### config.mk
export PLATFORM = sky130hd
export DESIGN_NAME = fft_bitrev_reorder
export DESIGN_NICKNAME = d
export VERILOG_FILES = /design/src/rtl/fft_bitrev_reorder.sv
export SDC_FILE = /design/constraint.sdc
export NUM_CORES = 1
export LEC_CHECK = 0
export ABC_AREA = 1
export CAP_MARGIN = 20
export CORE_MARGIN = 3
export CORE_UTILIZATION = 44
export DETAILED_ROUTE_END_ITERATION = 8
export GPL_TIMING_DRIVEN = 0
export PLACE_DENSITY = 0.58
export SYNTH_ARGS = -nofsm -noshare
export SYNTH_HDL_FRONTEND = slang
export SYNTH_SLANG_ARGS = --single-unit
export TNS_END_PERCENT = 50
### constraint.sdc
create_clock -name clk -period 3.4 [get_ports clk]
set_input_delay 1.02 -clock clk [delete_from_list [all_inputs] [get_ports clk]]
set_output_delay 1.02 -clock clk [all_outputs]
set_load 0.01 [all_outputs]
### src/rtl/fft_bitrev_reorder.sv
// ============================================================================
// Module      : fft_bitrev_reorder
// Description : Ping-pong reorder buffer behind the 16-point radix-2 SDF FFT.
//               Samples arrive in bit-reversed bin order and are written to
//               address bitrev(arrival index). Banks are then read
//               sequentially, so bins leave in natural order on a
//               valid/ready stream with sof/eof markers. The input cannot
//               stall, so a frame that finds no free bank is dropped whole
//               and the sticky overflow flag is raised.
//               Build option: FFT_REORDER_FFTSHIFT_EN emits bins
//               N/2..N-1 then 0..N/2-1 (fftshift order).
// Revision    : 1.0 - initial release
// ============================================================================
`default_nettype none

module fft_bitrev_reorder #(
  parameter int N_LOG2 = 4,
  parameter int DW     = 16
) (
  input  logic                     clk,
  input  logic                     rst,
  input  logic signed [DW-1:0]     data_re_i,
  input  logic signed [DW-1:0]     data_im_i,
  input  logic                     valid_i,
  input  logic                     ready_i,
  output logic signed [DW-1:0]     data_re_o,
  output logic signed [DW-1:0]     data_im_o,
  output logic                     valid_o,
  output logic                     sof_o,
  output logic                     eof_o,
  output logic [N_LOG2-1:0]        idx_o,
  output logic                     overflow_o
);

  localparam int                N      = 1 << N_LOG2;
  localparam logic [N_LOG2-1:0] C_LAST = N_LOG2'(N - 1);
  localparam logic [N_LOG2-1:0] C_ONE  = N_LOG2'(1);

  typedef enum logic [1:0] {
    EMPTY    = 2'd0,
    FILLING  = 2'd1,
    FULL     = 2'd2,
    DRAINING = 2'd3
  } bank_state_e;

  // Bank control state
  bank_state_e         bank_q [2];
  logic                wb_q;
  logic                rb_q;
  logic                drop_q;
  logic                overflow_q;
  logic [N_LOG2-1:0]   wr_cnt_q;
  logic [N_LOG2-1:0]   rd_cnt_q;

  // Storage: bank number is the address MSB
  logic [2*DW-1:0]     mem_q [2*N];

  // Output (RAM read) register
  logic [2*DW-1:0]     dout_q;
  logic                valid_q;
  logic                sof_q;
  logic                eof_q;
  logic [N_LOG2-1:0]   idx_q;

  logic                w_frame_start;
  logic                w_claim;
  logic                w_drop;
  logic                w_wr_en;
  logic                w_wr_done;
  logic                w_adv;
  logic                w_rd_ok;
  logic                w_rd_en;
  logic                w_rd_last;
  logic [N_LOG2-1:0]   w_rd_addr;

  function automatic logic [N_LOG2-1:0] bitrev(input logic [N_LOG2-1:0] v);
    logic [N_LOG2-1:0] r;
    for (int i = 0; i < N_LOG2; i++) begin
      r[i] = v[N_LOG2-1-i];
    end
    return r;
  endfunction

  // A frame is accepted only if its target bank is EMPTY at the first sample;
  // the decision sticks for the remaining samples of that frame.
  assign w_frame_start = valid_i && (wr_cnt_q == '0);
  assign w_claim       = w_frame_start && (bank_q[wb_q] == EMPTY);
  assign w_drop        = w_frame_start ? !w_claim : drop_q;
  assign w_wr_en       = valid_i && !w_drop;
  assign w_wr_done     = w_wr_en && (wr_cnt_q == C_LAST);

  // Read side advances whenever the output register is empty or consumed.
  assign w_adv     = !valid_q || ready_i;
  assign w_rd_ok   = (bank_q[rb_q] == FULL) || (bank_q[rb_q] == DRAINING);
  assign w_rd_en   = w_adv && w_rd_ok;
  assign w_rd_last = (rd_cnt_q == C_LAST);

`ifdef FFT_REORDER_FFTSHIFT_EN
  localparam logic [N_LOG2-1:0] C_MSB = N_LOG2'(N / 2);
  // Inverting the MSB starts the sweep at bin N/2 and wraps through bin N/2-1.
  assign w_rd_addr = rd_cnt_q ^ C_MSB;
`else
  assign w_rd_addr = rd_cnt_q;
`endif

  // Sample RAM write port; accepted samples land at their bin address.
  always_ff @(posedge clk) begin
    if (w_wr_en) begin
      mem_q[{wb_q, bitrev(wr_cnt_q)}] <= {data_re_i, data_im_i};
    end
  end

  // Bank bookkeeping: write counter/claims, read counter/release, overflow.
  always_ff @(posedge clk) begin
    if (rst) begin
      bank_q[0]  <= EMPTY;
      bank_q[1]  <= EMPTY;
      wb_q       <= 1'b0;
      rb_q       <= 1'b0;
      drop_q     <= 1'b0;
      overflow_q <= 1'b0;
      wr_cnt_q   <= '0;
      rd_cnt_q   <= '0;
    end else begin
      if (valid_i) begin
        wr_cnt_q <= wr_cnt_q + C_ONE;
      end
      if (w_frame_start) begin
        drop_q <= !w_claim;
        if (!w_claim) begin
          overflow_q <= 1'b1;
        end
      end
      if (w_claim) begin
        bank_q[wb_q] <= FILLING;
      end
      if (w_wr_done) begin
        bank_q[wb_q] <= FULL;
        wb_q         <= ~wb_q;
      end
      // The write bank is never FULL/DRAINING, so these never collide.
      if (w_rd_en) begin
        rd_cnt_q <= rd_cnt_q + C_ONE;
        if (w_rd_last) begin
          bank_q[rb_q] <= EMPTY;
          rb_q         <= ~rb_q;
        end else begin
          bank_q[rb_q] <= DRAINING;
        end
      end
    end
  end

  // Output register doubles as the synchronous RAM read register.
  always_ff @(posedge clk) begin
    if (rst) begin
      dout_q  <= '0;
      valid_q <= 1'b0;
      sof_q   <= 1'b0;
      eof_q   <= 1'b0;
      idx_q   <= '0;
    end else if (w_adv) begin
      valid_q <= w_rd_ok;
      if (w_rd_ok) begin
        dout_q <= mem_q[{rb_q, w_rd_addr}];
        idx_q  <= w_rd_addr;
        sof_q  <= (rd_cnt_q == '0);
        eof_q  <= w_rd_last;
      end else begin
        sof_q <= 1'b0;
        eof_q <= 1'b0;
      end
    end
  end

  assign data_re_o  = dout_q[2*DW-1:DW];
  assign data_im_o  = dout_q[DW-1:0];
  assign valid_o    = valid_q;
  assign sof_o      = sof_q;
  assign eof_o      = eof_q;
  assign idx_o      = idx_q;
  assign overflow_o = overflow_q;

endmodule

`default_nettype wire

=== Word-level counts from Yosys, hierarchy flattened ===
Memories as Yosys holds them, arrays and structs flattened. A register that Yosys moved wholly into a read port is not among the register bits.
Index checks and enable logic that the tools add are counted.

* Register bits after elaboration: 19
* Bits in writable memories: 1028
* Input port bits: 36
* Output and inout bits: 40
* Word-level logic and storage cells: 74
* Memories: 2

{| class="wikitable"
|+ Memory list
! memory !! depth !! width !! read ports !! clocked after Yosys merged registers in !! wr ports !! line !! source
|-
| mem_q || 32 || 32 || 1 || 1 || 1 || 56 || <nowiki>logic [2*DW-1:0] mem_q [2*N];</nowiki>
|-
| bank_q || 2 || 2 || 2 || 2 || 2 || 47 || <nowiki>bank_state_e bank_q [2];</nowiki>
|}

* Add/subtract/negate cells: 2
* Equal/unequal tests: 4
* Muxes and demuxes: 33
* Bitwise logic cells: 5
* Reductions and logical operators: 18

{| class="wikitable"
|+ Operators with widths
! kind !! count
|-
| 2-to-1 mux 1 bit || 29
|-
| adder 4 x 1 -> 4 bit, second input constant || 2
|-
| == test 4 bit, second input constant || 2
|-
| zero test 4 bit || 2
|-
| 2-to-1 mux 2 bit || 4
|-
| AND reduction 2 bit || 3
|-
| logical AND 1 bit || 5
|-
| == test 2 bit, second input constant || 2
|-
| OR reduction 2 bit || 2
|-
| zero test 1 bit || 3
|-
| NOT 1 bit || 3
|-
| zero test 2 bit || 1
|-
| logical OR 1 bit || 2
|-
| OR 1 bit || 2
|}

=== Logic depth before layout (Yosys ltp) ===
* Depth after elaboration: 14
* Gate-level depth with buffers: 14
* Mapped depth without buffers: 11

=== Worst setup path before layout ===
OpenSTA, ideal clock, no wires.

* Path kind: input to register
* Start: input valid_i
* End: memory mem_q[0][0] (netlist bit), enable pin
* Library setup time: 421 ps
* Data arrival time: 3100 ps
* Data required time: 2979 ps
* Path slack: -121 ps
* Stages: 6
* Path buffers: 0
* Cells stage by stage: nand2_1 o21ai_0 nand2_1 nor2_4 nand4_1 nor2_1

* Cells in the longest elaborated chain, start to end: 8

{| class="wikitable"
|+ Ends and longest elaborated chain
! what !! line !! source
|-
| from (decl) || 24 || <nowiki>input logic valid_i,</nowiki>
|-
| logical AND 1 bit || 86 || <nowiki>assign w_frame_start = valid_i && (wr_cnt_q == '0);</nowiki>
|-
| logical AND 1 bit || 87 || <nowiki>assign w_claim = w_frame_start && (bank_q[wb_q] == EMPTY);</nowiki>
|-
| zero test 1 bit || -- ||
|-
| 2-to-1 mux 1 bit || -- ||
|-
| zero test 1 bit || 89 || <nowiki>assign w_wr_en = valid_i && !w_drop;</nowiki>
|-
| logical AND 1 bit * || 89 ||
|-
| 2-to-1 mux 1 bit * || 108 || <nowiki>if (w_wr_en) begin</nowiki>
|-
| 2-to-1 mux 1 bit (not written as such) * || 109 || <nowiki>mem_q[{wb_q, bitrev(wr_cnt_q)}] <= {data_re_i, data_im_i};</nowiki>
|-
| to (decl) || 56 ||
|}

Every way passes the cells marked *; elsewhere a longest branch is shown, timed or not.

=== Final worst setup path ===
* Start: register wr_cnt_q[3]
* End: memory mem_q[21][28] (netlist bit), enable pin

* Cells in the longest elaborated chain, start to end: 9

{| class="wikitable"
|+ Ends and longest elaborated chain
! what !! line !! source
|-
| from (decl) || 52 || <nowiki>logic [N_LOG2-1:0] wr_cnt_q;</nowiki>
|-
| from (signal assigned) || 126 || <nowiki>wr_cnt_q <= wr_cnt_q + C_ONE;</nowiki>
|-
| zero test 4 bit || 86 ||
|-
| logical AND 1 bit || 86 ||
|-
| logical AND 1 bit || 87 ||
|-
| zero test 1 bit || -- ||
|-
| 2-to-1 mux 1 bit || -- ||
|-
| zero test 1 bit || 89 ||
|-
| logical AND 1 bit || 89 ||
|-
| 2-to-1 mux 1 bit || 108 ||
|-
| 2-to-1 mux 1 bit (not written as such) || 109 ||
|}

Several ways; a longest one is shown, not always the timed one.

==> reports/metrics.cfg <==
[run_status]
status=complete, no violations

[pwr]
ir_worst_vdd_v=0.000431
power.density_nw_per_um2=578
p_leak_nw=21.5
fin_total_pwr_mw=30.6

[synth]
syn_inst=4331
synth.area.top_cells=edfxtp_1, nand2_1, nand3_1
synth-seq-cells=1081
yosys_warnings=0
netlist_top_cells_count=nand2_1, edfxtp_1, inv_1, nand3_1, nor2_1
synth_top_family_by_area=simple AND/OR/NAND/NOR gates
synth-edff-count=1028
synthXorXnorAreaFrac=0.000193
synth_flop_cell=edfxtp_1
synth-compound-area-share=0.0281
synth_top_area_cell=edfxtp_1
synth_nets=4371
synth-simple-area-share=0.197
netlist_area_um2=45400
synthArstFlopShare=0
yosys-mux-area-fraction=0
synth.most_common_cell=nand2_1
synth_fa_ha_area_frac=0.00110
synth.distinct_cells=29
yosysSeqAreaShare=0.703
synth_top_area_share=0.679
avgSynthCellArea_um2=10.5

[floorplanning]
io_pins=76
die_y_um=327
start_util=0.445
dieArea_um2=107000
num_rows=117
die_x_um=327
core_area_um2=102000

[setup_path]
worst_setup_path_end_kind=flip-flop
crit_fanout=17
worstPathArrival_ns=3.63
start_kind=flip-flop
critPathKind=flip-flop to flip-flop
cp.required_ns=3.80
crit_chain=inv_1 -> nand2_2 -> nor2_1 -> nand3_1 -> nand2_1 -> nor2_4 -> nand4_1 -> nor2_4 -> buf_16
crit_top_cell=nor2_4
worst_path_largest_cell_delay_ns=0.70
critPathSlowestCell=nor2_4

[cts]
clock_path_buffers=3
cts_buffers=112
clk_pin_slew_worst_paths_ns=0.06
cts_hold_buf=0
insertion_delay_ns=0.70
cts_sinks=1081
cts_root_buf=clkbuf_16
h-tree-depth=3
cts_tree=done

[global_routing]
grt_usage=0.249
use_met2=0.409
grt.overflow.total=0
gr-usage-met1=0.330
gr-max-usage-layer=met2
gr-usage-met3=0.0494
grt_start_max_net_pins=33
first_global_vias=29086
grt_antenna_before_repair=6
grt_pass1_wl_um=193000

[job]
drv_cap=0

[sta]
setup_viol=0
setup_slack_ns=0.166
final_hold_viol_count=0
maxSlewHeadroom=0.278
finClkSkew_ns=0.0255
hold_ws_ns=0.467
max_slew.worst_pin.slew_ns=1.08
fin_crit_ns=3.23
rsz0062_at_grt=no
max_freq_mhz=309
min_period_over_period=0.951
finalSetupTns_ns=0
slew_violations=0

[placement]
placed_area_um2=48900
place_congestion=0.908
dp.cells=5812
dp_slack_ns=-0.809
hpwl_um=89700
port_buffers=74

[finish]
fillCellCount=9065
nets=4613
final_design_area_no_fill_um2=52800
fin_util=0.517
fin_cells=6039
syn2layout_area_growth_pct=16.3
drive_above_1_share=0.0991

[routing]
vias=30777
drc=0
drtPass1Iterations=5
routed_via_density=5.10
drt_iter0_markers=3008
detail_route.wl_per_cell_um=22.2
drt_wl_total_um=134000
postRouteAntennaNets=0

[hold_path]
hp-class=flip-flop to flip-flop

power by group:
| part | switching [mW] | leakage [nW] | total [mW] | internal (mW) |
|---|---|---|---|---|
| Sequential | 0.0679 | 9.69 | 14.8 | 14.7 |
| Clock | 5.12 | 1.77 | 12.3 | 7.14 |
| Combinational | 2.56 | 9.99 | 3.52 | 0.954 |
routing by layer:
metal  vias up  wire [um]
met4         0       5530
met2      1110      63600
met5         -          0
met1     14801      54400
met3       230      10700
li1      14636          -
path summary, 6_finish.rpt:
kind | from | end | slack (ns) | cells past startpoint
min reg2reg | idx_o[0] | idx_o[0] | 0.47 | 2
max | wr_cnt_q[3] | mem_q[21][28] | 0.17 | 9
min | idx_o[0] | idx_o[0] | 0.47 | 2
max reg2reg | wr_cnt_q[3] | mem_q[21][28] | 0.17 | 9
flip-flops by register name (all words and copies together), names as in the netlist, named ones only:
signal / flops
wr_cnt_q: 4
wb_q: 1
rb_q: 1
mem_q: 1024
valid_o: 1
dout_q: 32
sof_o: 1
drop_q: 1
eof_o: 1
bank_q: 4
overflow_o: 1
idx_o: 4
rd_cnt_q: 4
critical path, delay by kind of cell, from the launching register on:
kind	cells	cell delay (ns)
flip-flops	1	0.38
AND/OR/NAND/NOR	7	2.20
buffers and inverters	2	0.33
layout make-up:
type | instances | area (um2) | area share
antenna | 1 | 2.50 | 0.0000474
buffer | 217 | 1090 | 0.0206
clock buffer | 153 | 3030 | 0.0573
clock inverter | 58 | 621 | 0.0117
inverter | 566 | 2130 | 0.0403
multi-input combinational | 2467 | 10500 | 0.199
sequential | 1081 | 31900 | 0.604
tap | 1368 | 1710 | 0.0324
timing repair buffer | 128 | 1790 | 0.0339
cell usage in the layout (no fill, tap or decap), types with 2 or more instances in the layout:
master / synthesis / final
buf_8: 0 / 2
clkbuf_2: 5 / 5
inv_1: 558 / 558
buf_12: 0 / 31
nor3_1: 3 / 3
nand4_1: 10 / 10
dfxtp_1: 53 / 53
clkinv_8: 0 / 3
inv_2: 4 / 5
nor2_4: 3 / 35
o21ai_0: 107 / 107
or2_2: 32 / 32
clkinv_2: 0 / 17
o22ai_1: 4 / 4
nor2_1: 236 / 204
edfxtp_1: 1028 / 1028
buf_2: 121 / 148
bufinv_16: 0 / 12
nand2_1: 1496 / 1496
clkdlybuf4s50_1: 0 / 46
nand3_1: 424 / 424
clkbuf_1: 59 / 95
buf_16: 0 / 19
buf_6: 2 / 2
clkinvlp_4: 0 / 2
buf_1: 3 / 3
a21oi_1: 142 / 142
ha_1: 4 / 4
clkbuf_8: 0 / 3
clkinv_1: 3 / 24
clkbuf_16: 0 / 114
buf_4: 27 / 29
logic make-up after synthesis:
group | after synthesis
xor+xnor | 1
fa+ha+maj | 4
flops | 1081
compound gates | 254
simple gates | 2208
buf+inv | 783
repair_timing:
item | 4_1_cts | 5_1_grt
resized for setup | 1 | 1
buffers inserted | 5 | 10
pin swaps | 3 | 5
endpoints found under the setup margin | 78 | 215
Power figures use the tool's default switching activity.
